## src/rtl/toggle_event_transmitter_pkg.sv

```systemverilog
// Shared constants and elaboration helpers for the toggle event transmitter.
package toggle_event_transmitter_pkg;

  // Hold timer width: ceil(log2(hold_cycles)), never less than one bit.
  function automatic int timer_width(input int hold_cycles);
    int width;
    width = 1;
    while ((1 << width) < hold_cycles) width++;
    return width;
  endfunction

  // Parameter legality: both the hold time and the counter width must be positive.
  function automatic bit params_legal(input int hold_cycles, input int count_width);
    return (hold_cycles >= 1) && (count_width >= 1);
  endfunction

endpackage

```

## src/rtl/toggle_event_transmitter_if.sv

```systemverilog
// Event/level bus between a pulse source (master) and the toggle transmitter (slave).
interface toggle_event_transmitter_if #(
  parameter int Width = 1
) ();

  logic [Width-1:0] Pulse_In;
  logic             Ovf_Clr;
  logic [Width-1:0] Level_Out;
  logic [Width-1:0] Pending;
  logic [Width-1:0] Overflow;

  modport master (
    output Pulse_In,
    output Ovf_Clr,
    input  Level_Out,
    input  Pending,
    input  Overflow
  );

  modport slave (
    input  Pulse_In,
    input  Ovf_Clr,
    output Level_Out,
    output Pending,
    output Overflow
  );

endinterface

```

## src/rtl/register_variable_width.sv

```systemverilog
// Generic loadable register with synchronous active-high clear that dominates the load.
module Register_Variable_Width #(
  parameter int Width = 1
) (
  input  logic             clk,
  input  logic             sres,
  input  logic             ld_en,
  input  logic [Width-1:0] d,
  output logic [Width-1:0] q
);

  // Clear wins over load; otherwise capture d when enabled.
  always_ff @(posedge clk) begin
    if (sres) begin
      q <= '0;
    end else if (ld_en) begin
      q <= d;
    end
  end

endmodule

```

## src/rtl/toggle_event_channel.sv

```systemverilog
// One transmit channel: backlog counter, hold timer, toggle level and sticky overflow.
module toggle_event_channel
  import toggle_event_transmitter_pkg::*;
#(
  parameter int Hold_Cycles = 4,
  parameter int Count_Width = 3
) (
  input  logic clk,
  input  logic sres,
  input  logic ld_en,
  input  logic pulse,
  input  logic ovf_clr,
  output logic level,
  output logic pending,
  output logic overflow
);

  localparam int TmrWidth = timer_width(Hold_Cycles);
  localparam logic [TmrWidth-1:0]    HoldLoad = TmrWidth'(Hold_Cycles - 1);
  localparam logic [Count_Width-1:0] CntMax   = '1;

  logic [Count_Width-1:0] cnt;
  logic [TmrWidth-1:0]    tmr;
  logic                   lvl;
  logic                   ovf;
  logic                   issue;
  logic                   drop;

  // A toggle goes out whenever the hold has expired and there is work to do.
  assign issue = (tmr == '0) && ((cnt != '0) || pulse);
  // A pulse is lost only when the backlog is full and nothing leaves this cycle.
  assign drop  = pulse && !issue && (cnt == CntMax);

  // Backlog counter and hold timer; both freeze while the global enable is low.
  always_ff @(posedge clk) begin
    if (sres) begin
      cnt <= '0;
      tmr <= '0;
    end else if (ld_en) begin
      if (issue) begin
        tmr <= HoldLoad;
      end else if (tmr != '0) begin
        tmr <= tmr - TmrWidth'(1);
      end
      if (pulse && !issue && !drop) begin
        cnt <= cnt + Count_Width'(1);
      end else if (!pulse && issue) begin
        cnt <= cnt - Count_Width'(1);
      end
    end
  end

  // Sticky overflow: a drop sets it, the clear is honoured even while frozen, set wins.
  always_ff @(posedge clk) begin
    if (sres) begin
      ovf <= 1'b0;
    end else if (ld_en && drop) begin
      ovf <= 1'b1;
    end else if (ovf_clr) begin
      ovf <= 1'b0;
    end
  end

  Register_Variable_Width #(
    .Width (1)
  ) u_level (
    .clk   (clk),
    .sres  (sres),
    .ld_en (ld_en && issue),
    .d     (~lvl),
    .q     (lvl)
  );

  assign level    = lvl;
  assign pending  = (cnt != '0) || (tmr != '0);
  assign overflow = ovf;

endmodule

```

## src/rtl/toggle_event_transmitter.sv

```systemverilog
// Multi-channel toggle event transmitter: one independent channel per bit of the bus.
module toggle_event_transmitter
  import toggle_event_transmitter_pkg::*;
#(
  parameter int Width       = 1,
  parameter int Hold_Cycles = 4,
  parameter int Count_Width = 3
) (
  input  logic                  clk,
  input  logic                  sres,
  input  logic                  ld_en,
  toggle_event_transmitter_if.slave bus
);

  if (!params_legal(Hold_Cycles, Count_Width)) begin : g_illegal_params
    $error("toggle_event_transmitter: Hold_Cycles and Count_Width must both be >= 1");
  end

  logic [Width-1:0] level_vec;
  logic [Width-1:0] pending_vec;
  logic [Width-1:0] overflow_vec;

  for (genvar i = 0; i < Width; i++) begin : g_channel
    toggle_event_channel #(
      .Hold_Cycles (Hold_Cycles),
      .Count_Width (Count_Width)
    ) u_channel (
      .clk      (clk),
      .sres     (sres),
      .ld_en    (ld_en),
      .pulse    (bus.Pulse_In[i]),
      .ovf_clr  (bus.Ovf_Clr),
      .level    (level_vec[i]),
      .pending  (pending_vec[i]),
      .overflow (overflow_vec[i])
    );
  end

  assign bus.Level_Out = level_vec;
  assign bus.Pending   = pending_vec;
  assign bus.Overflow  = overflow_vec;

endmodule

```

## src/flat_wrapper.sv

```systemverilog
// flat-port wrapper written by rule: the top's interface ports become plain ports
module toggle_event_transmitter_flat import toggle_event_transmitter_pkg::*;
#(
  parameter int Width       = 1,
  parameter int Hold_Cycles = 4,
  parameter int Count_Width = 3
)
  (clk, sres, ld_en, bus_Pulse_In, bus_Ovf_Clr, bus_Level_Out, bus_Pending, bus_Overflow);
  toggle_event_transmitter_if #(.Width(Width)) bus_i ();
  input  logic clk;
  input  logic sres;
  input  logic ld_en;
  input wire logic [$bits(bus_i.Pulse_In)-1:0] bus_Pulse_In;
  input wire logic [$bits(bus_i.Ovf_Clr)-1:0] bus_Ovf_Clr;
  output wire logic [$bits(bus_i.Level_Out)-1:0] bus_Level_Out;
  output wire logic [$bits(bus_i.Pending)-1:0] bus_Pending;
  output wire logic [$bits(bus_i.Overflow)-1:0] bus_Overflow;
  assign bus_i.Pulse_In = bus_Pulse_In;
  assign bus_i.Ovf_Clr = bus_Ovf_Clr;
  assign bus_Level_Out = bus_i.Level_Out;
  assign bus_Pending = bus_i.Pending;
  assign bus_Overflow = bus_i.Overflow;
  toggle_event_transmitter #(.Width(Width), .Hold_Cycles(Hold_Cycles), .Count_Width(Count_Width)) u_core (.clk(clk), .sres(sres), .ld_en(ld_en), .bus(bus_i));
endmodule
```

## config.mk

```make
export PLATFORM = sky130hd
export DESIGN_NAME = toggle_event_transmitter_flat
export DESIGN_NICKNAME = d
export VERILOG_FILES = /design/src/rtl/toggle_event_transmitter_pkg.sv /design/src/rtl/toggle_event_transmitter_if.sv /design/src/rtl/register_variable_width.sv /design/src/rtl/toggle_event_channel.sv /design/src/rtl/toggle_event_transmitter.sv /design/src/flat_wrapper.sv
export SDC_FILE = /design/constraint.sdc
export NUM_CORES = 1
export LEC_CHECK = 0
export CAP_MARGIN = 30
export CORE_AREA = 3 3 40 42
export CTS_CLUSTER_DIAMETER = 50
export DETAILED_ROUTE_END_ITERATION = 7
export DIE_AREA = 0 0 43 45
export GPL_ROUTABILITY_DRIVEN = 0
export PLACE_DENSITY = 0.59
export SETUP_SLACK_MARGIN = 0.15
export SLEW_MARGIN = 20
export SYNTH_ARGS = -nofsm -noshare
export SYNTH_HDL_FRONTEND = slang
export SYNTH_SLANG_ARGS = --single-unit
```

## constraint.sdc

```tcl
create_clock -name clk -period 4.98 [get_ports clk]
set_input_delay 1.245 -clock clk [delete_from_list [all_inputs] [get_ports clk]]
set_output_delay 1.245 -clock clk [all_outputs]
set_load 0.02 [all_outputs]
```

==> results of run 1 <==
-- where the power goes --
group          internal [mW]  total, mW  switching [mW]
Sequential            0.0647     0.0757          0.0110
Combinational         0.0416     0.0798          0.0382
Clock                 0.0306     0.0524          0.0217
-- routing by layer --
layer | global-route usage [%] | vias to the layer above | wire length [µm]
met5 | 0 | - | 0
met4 | 3.61 | 0 | 0
met3 | 7.57 | 0 | 69
met2 | 17.1 | 8 | 434
met1 | 11.2 | 175 | 382
li1 | - | 191 | -
-- cells in the final DEF, fill, tap and decap left out --
| cell type | n |
|---|---|
| clkdlybuf4s50_1 | 7 |
| ha_1 | 1 |
| mux2_4 | 2 |
| and2b_2 | 1 |
| a41oi_1 | 1 |
| o21ai_0 | 1 |
| a21oi_1 | 1 |
| and3b_1 | 1 |
| clkbuf_1 | 1 |
| nand3b_1 | 1 |
| nand3_1 | 1 |
| clkbuf_4 | 3 |
| nor4_1 | 1 |
| nor2b_1 | 2 |
| or3_1 | 1 |
| and2b_1 | 1 |
| inv_1 | 5 |
| xnor2_1 | 1 |
| a2bb2oi_1 | 1 |
| nand2_1 | 3 |
| a32o_1 | 1 |
| nor2_1 | 5 |
| dfxtp_1 | 7 |
| a31oi_1 | 2 |
| nand2b_1 | 2 |
| o2bb2ai_2 | 1 |
| a21boi_0 | 1 |
| o21a_1 | 1 |
| mux2i_1 | 1 |
| fa_1 | 1 |
| nor3_2 | 1 |
-- registers in the layout (all words and copies together), names as in the netlist --
name                                  count
u_core.g_channel.u_channel.overflow       1
u_core.g_channel.u_channel.u_level.q      1
u_core.g_channel.u_channel.tmr            2
u_core.g_channel.u_channel.cnt            3
-- worst paths after layout --
| path | end | cells after the start | startpoint | slack (ps) |
|---|---|---|---|---|
| worst max-delay path | bus_Pending | 4 | u_core.g_channel[0].u_channel.tmr[0] | 2110 |
| worst min-delay path | u_core.g_channel[0].u_channel.u_level.q | 2 | u_core.g_channel[0].u_channel.u_level.q | 500 |
| worst max register to register | u_core.g_channel[0].u_channel.cnt[2] | 7 | u_core.g_channel[0].u_channel.tmr[0] | 3020 |
| worst min register to register | u_core.g_channel[0].u_channel.u_level.q | 2 | u_core.g_channel[0].u_channel.u_level.q | 500 |
-- worst max-delay path: cells and delay by family, from the launching register on --
kind / cells / cell delay, ps
and+or+nand+nor: 1 / 100
adders and majority gates: 1 / 270
DFF: 1 / 350
buffers and inverters: 2 / 650
-- cell families after synthesis --
family	synth area share (%)
AO/OA/AOI/OAI	17.9
AND/OR/NAND/NOR	25.7
buffers and inverters	6.98
XOR/XNOR	1.96
adder cells (fa/ha/maj)	7.26
multiplexers	8.94
flip-flops	31.3
-- area by class of cell --
cell class / count / area share (%)
tap: 15 / 3.41
timing repair buffer: 7 / 12.7
multi-input combinational: 36 / 50.2
sequential: 7 / 25.5
clock buffer: 4 / 4.77
inverter: 5 / 3.41
-- stage by stage --
| step | setup slack, ps | hold slack, ps | cells | util [%] | instance area, µm² |
|---|---|---|---|---|---|
| after detailed placement | 1980 | 482 | 70 | 40.8 | 524 |
| after CTS | 2090 | 501 | 74 | 42.8 | 551 |
| after global routing | 2040 | 532 | 74 | 42.8 | 551 |
| after floorplan | 2590 | 462 | 49 | - | 448 |
| after global placement | 1980 | 477 | 70 | 40.8 | 524 |
| final | 2110 | 503 | 74 | 42.8 | 551 |
==> impl_metrics.py, run 1 <==
metrics = {
    "outcome": {
        "status": "completed",
    },
    "critical_path": {
        "cp_cell_sequence": "inv_1 -> ha_1 -> nand2_1 -> clkdlybuf4s50_1",
        "cp-end-kind": "output pin",
        "arrival_ps": 1620,
        "crit_required_ps": 3730,
        "critPathMaxFanout": 7,
        "cp_slowest_cell": "clkdlybuf4s50_1",
        "setup.worst_path.class": "reg -> out",
        "start_kind": "flop",
        "slowest_delay_ps": 600,
    },
    "floorplanning": {
        "num_rows": 13,
        "ios": 8,
        "die_area_um2": 1940,
        "start_util_pct": 34.9,
        "core_area_um2": 1280,
        "die-height_um": 45,
        "die_w_um": 43,
    },
    "layout": {
        "multi_input_area_um2": 277,
        "area_growth_pct": 22.9,
        "fill_cells": 135,
        "layout.nets": 67,
        "antenna_cells": 0,
        "seq_area_um2": 140,
        "layout-drive-gt1-share_pct": 13.6,
    },
    "synthesis": {
        "synth_fp_nets": 56,
        "synth-seq-cells": 7,
        "netlist_instances": 49,
        "yosys_warnings": 0,
        "netlist_area_um2": 448,
        "synth-edff-count": 0,
        "ys.flop_type": "dfxtp_1",
        "synth_cell_types": 29,
        "yosysSeqAreaShare_pct": 31.3,
        "synth_top_cell_area_share_pct": 31.3,
        "async_flop_share_pct": 0,
        "netlist_top_cells_count": "dfxtp_1 (7), inv_1 (5), nor2_1 (5), nand2_1 (3)",
        "synth.most_common_cell": "dfxtp_1",
        "synth_area_leaders": "dfxtp_1 (31%), mux2_4 (6.7%), fa_1 (4.5%), inv_1 (4.2%), nor2_1 (4.2%)",
        "yosysTopAreaCell": "dfxtp_1",
        "syn_avg_cell_area_um2": 9.14,
    },
    "sta": {
        "slew_viol_final": 0,
        "max_freq_ghz": 0.349,
        "tightest_slew_ps": 371,
        "final_hold_viol_count": 0,
        "fin_skew_ps": 2.82,
        "rsz0062_at_grt": "no",
        "finalSetupViolCount": 0,
        "fin_crit_ps": 2870,
        "tns_ps": 0,
        "slew_headroom_pct": 75.2,
        "finalCritPeriodShare_pct": 57.6,
    },
    "clock_network": {
        "post_cts_buffers": 0,
        "clk_latency_ps": 250,
        "clock-sinks": 7,
        "cts_tree": "built",
        "cts_buffer_depth": 2,
        "post_cts_resized": 0,
        "clk_pin_slew_ps": 50,
        "numCtsBuffers": 3,
        "cts.htree.levels": 1,
        "cts_hold_buf": 0,
        "root_buffer": "clkbuf_4",
    },
    "power": {
        "finalPower_uw": 208,
        "power-per-cell-area_nw_per_um2": 378,
        "p_leak_nw": 0.227,
        "ir_worst_vdd_uv": 168,
    },
    "grt": {
        "grt_pass1_vias": 350,
        "grt_max_degree": 12,
        "grt_pass1_wl_mm": 1.48,
        "antenna_found_initial": 0,
        "gr-usage-all-layers_pct": 10.7,
        "grt_remaining_overflow": 0,
    },
    "place": {
        "portBuffers": 7,
        "dp_hpwl_um": 630,
    },
    "detailed_routing": {
        "first_iter_violations": 5,
        "drc_errors": 0,
        "avgViaCountPerCell": 5.05,
        "dr.pass1.iters": 4,
        "drt_wl_total_um": 886,
        "vias": 374,
        "wire_per_inst_um": 12.0,
        "ant_nets": 0,
    },
    "worst_hold_path": {
        "min_path_type": "reg -> reg",
    },
    "run": {
        "maxCapViolCount": 0,
    },
}
No activity file was read; power rests on OpenSTA's default activity.
==> run 2: changes to the inputs <==
Clock period 4.98 ns to 2.8 ns, I/O delays scaled along.
==> run 2 against run 1 <==
  * Power increased by 78%
  * Wire length decreased by 9.9%
  * Utilization unchanged
  * Cell area unchanged
  * Non-clock buffer count unchanged
  * Register-to-register slack got worse by 2200 ps
  * Critical path depth unchanged
  * Highest routed layer is now met4
  * Die area unchanged
  * Worst hold slack got worse by 15 ps
  * Sequential share of layout area unchanged
  * Clock skew increased by 0.94 ps
  * Critical path type unchanged
==> impl_metrics.py, run 2 (synthesis results as in run 1) <==
metrics = {
    "clock_network": {
        "cts_buffer_depth": 2,
        "post_cts_resized": 0,
        "cts.htree.levels": 1,
        "numCtsBuffers": 3,
        "cts_hold_buf": 0,
        "cts_tree": "built",
        "clk_latency_ps": 260,
        "root_buffer": "clkbuf_4",
        "clock-sinks": 7,
        "post_cts_buffers": 0,
        "clk_pin_slew_ps": 50,
    },
    "layout": {
        "layout-drive-gt1-share_pct": 13.6,
        "final_area_um2": 551,
        "fin_cells": 74,
        "reg_top3": "u_core.g_channel.u_channel.cnt x3, u_core.g_channel.u_channel.tmr x2",
        "area_growth_pct": 22.9,
        "layout.nets": 67,
        "final_util_pct": 42.8,
        "most-common-layout-cells": "clkdlybuf4s50_1 (7), dfxtp_1 (7), inv_1 (5), nor2_1 (5)",
        "largest_reg_flops": 3,
        "antenna_cells": 0,
        "top_register": "u_core.g_channel.u_channel.cnt",
    },
    "critical_path": {
        "cp_slowest_cell": "clkdlybuf4s50_1",
        "path_delay_family": "buffers and inverters",
        "setup.worst_path.class": "reg -> out",
        "critPathMaxFanout": 7,
        "critPathBufInv": 2,
        "cp-end-kind": "output pin",
        "arrival_ps": 1600,
        "crit_required_ps": 2100,
        "slowest_delay_ps": 600,
        "start_kind": "flop",
        "cp_cell_sequence": "inv_1 -> ha_1 -> nand2_1 -> clkdlybuf4s50_1",
    },
    "floorplanning": {
        "die_w_um": 43,
        "num_rows": 13,
        "ios": 8,
        "start_util_pct": 34.9,
        "die_area_um2": 1940,
        "die-height_um": 45,
        "core_area_um2": 1280,
    },
    "place": {
        "dpl.cell_count": 70,
        "portBuffers": 7,
        "place_area_um2": 524,
        "pre_cts_ws_ps": 334,
    },
    "power": {
        "power_frac_clock_pct": 25.6,
        "seqPwrFrac_pct": 36.2,
        "power-per-cell-area_nw_per_um2": 671,
        "p_leak_nw": 0.227,
        "internal_power_uw": 244,
        "switching_power_uw": 126,
        "ir_worst_vdd_uv": 290,
        "p_sw_share_pct": 34.0,
        "p_comb_share_pct": 38.2,
        "finalPower_uw": 369,
    },
    "sta": {
        "final_hold_viol_count": 0,
        "slew_headroom_pct": 77.2,
        "fin_crit_ps": 2300,
        "setup_slack_ps": 498,
        "fin_hold_ws_ps": 488,
        "tightest_slew_ps": 341,
        "finalSetupViolCount": 0,
        "fin_skew_ps": 3.76,
        "slew_viol_final": 0,
        "max_freq_ghz": 0.434,
        "rsz0062_at_grt": "no",
        "tns_ps": 0,
        "finalCritPeriodShare_pct": 82.2,
    },
    "detailed_routing": {
        "avgViaCountPerCell": 4.96,
        "dr.pass1.iters": 2,
        "first_iter_violations": 4,
        "drt_wl_total_um": 798,
        "vias": 367,
        "ant_nets": 0,
        "drc_errors": 0,
        "wire_per_inst_um": 10.8,
    },
    "grt": {
        "gr-usage-all-layers_pct": 9.58,
        "grt_pass1_wl_mm": 1.26,
        "grt_max_degree": 12,
        "antenna_found_initial": 0,
        "grt_pass1_vias": 303,
        "grt_remaining_overflow": 0,
    },
    "run": {
        "maxCapViolCount": 0,
    },
    "worst_hold_path": {
        "min_path_type": "reg -> reg",
    },
    "outcome": {
        "status": "completed",
    },
}
## run 2: cell counts in the layout (fill, tap and decap cells not counted)
No cell type changed its count.
## run 2: path summary, 6_finish.rpt
path / slack, ps / cells after the start / from / endpoint
min reg2reg: 490 / 2 / u_core.g_channel[0].u_channel.u_level.q / u_core.g_channel[0].u_channel.u_level.q
max: 500 / 4 / u_core.g_channel[0].u_channel.tmr[0] / bus_Pending
min: 490 / 2 / u_core.g_channel[0].u_channel.u_level.q / u_core.g_channel[0].u_channel.u_level.q
max reg2reg: 840 / 7 / u_core.g_channel[0].u_channel.tmr[0] / u_core.g_channel[0].u_channel.cnt[2]
## run 2: layout make-up
cell class,instances,area (µm²)
Clock buffer,4,26.3
Fill cell,137,734
Inverter,5,18.8
Multi-Input combinational cell,36,277
Sequential cell,7,140
Tap cell,15,18.8
Timing Repair Buffer,7,70.1
## run 2: worst min-delay path, stage by stage (launching register included)
cell and delay (ps):
dfxtp_1 310, o21ai_0 70, a21oi_1 60
## run 2: per-layer routing
metal  GRT usage, %  part of all wire (%)  vias up
met5              0                     0        -
met4           5.42                   1.0        0
met3           7.57                   7.8        2
met2           14.4                    48        8
met1           9.40                    43      166
li1               -                     -      191
## run 2: power groups by stage
stage               Sequential (mW)  Clock, mW  Combinational (mW)
finish                        0.134     0.0946               0.141
global route                  0.136      0.109               0.154
CTS                           0.133      0.100               0.142
detailed placement            0.135          0               0.141
global placement              0.136          0               0.141
floorplan                     0.135          0               0.102
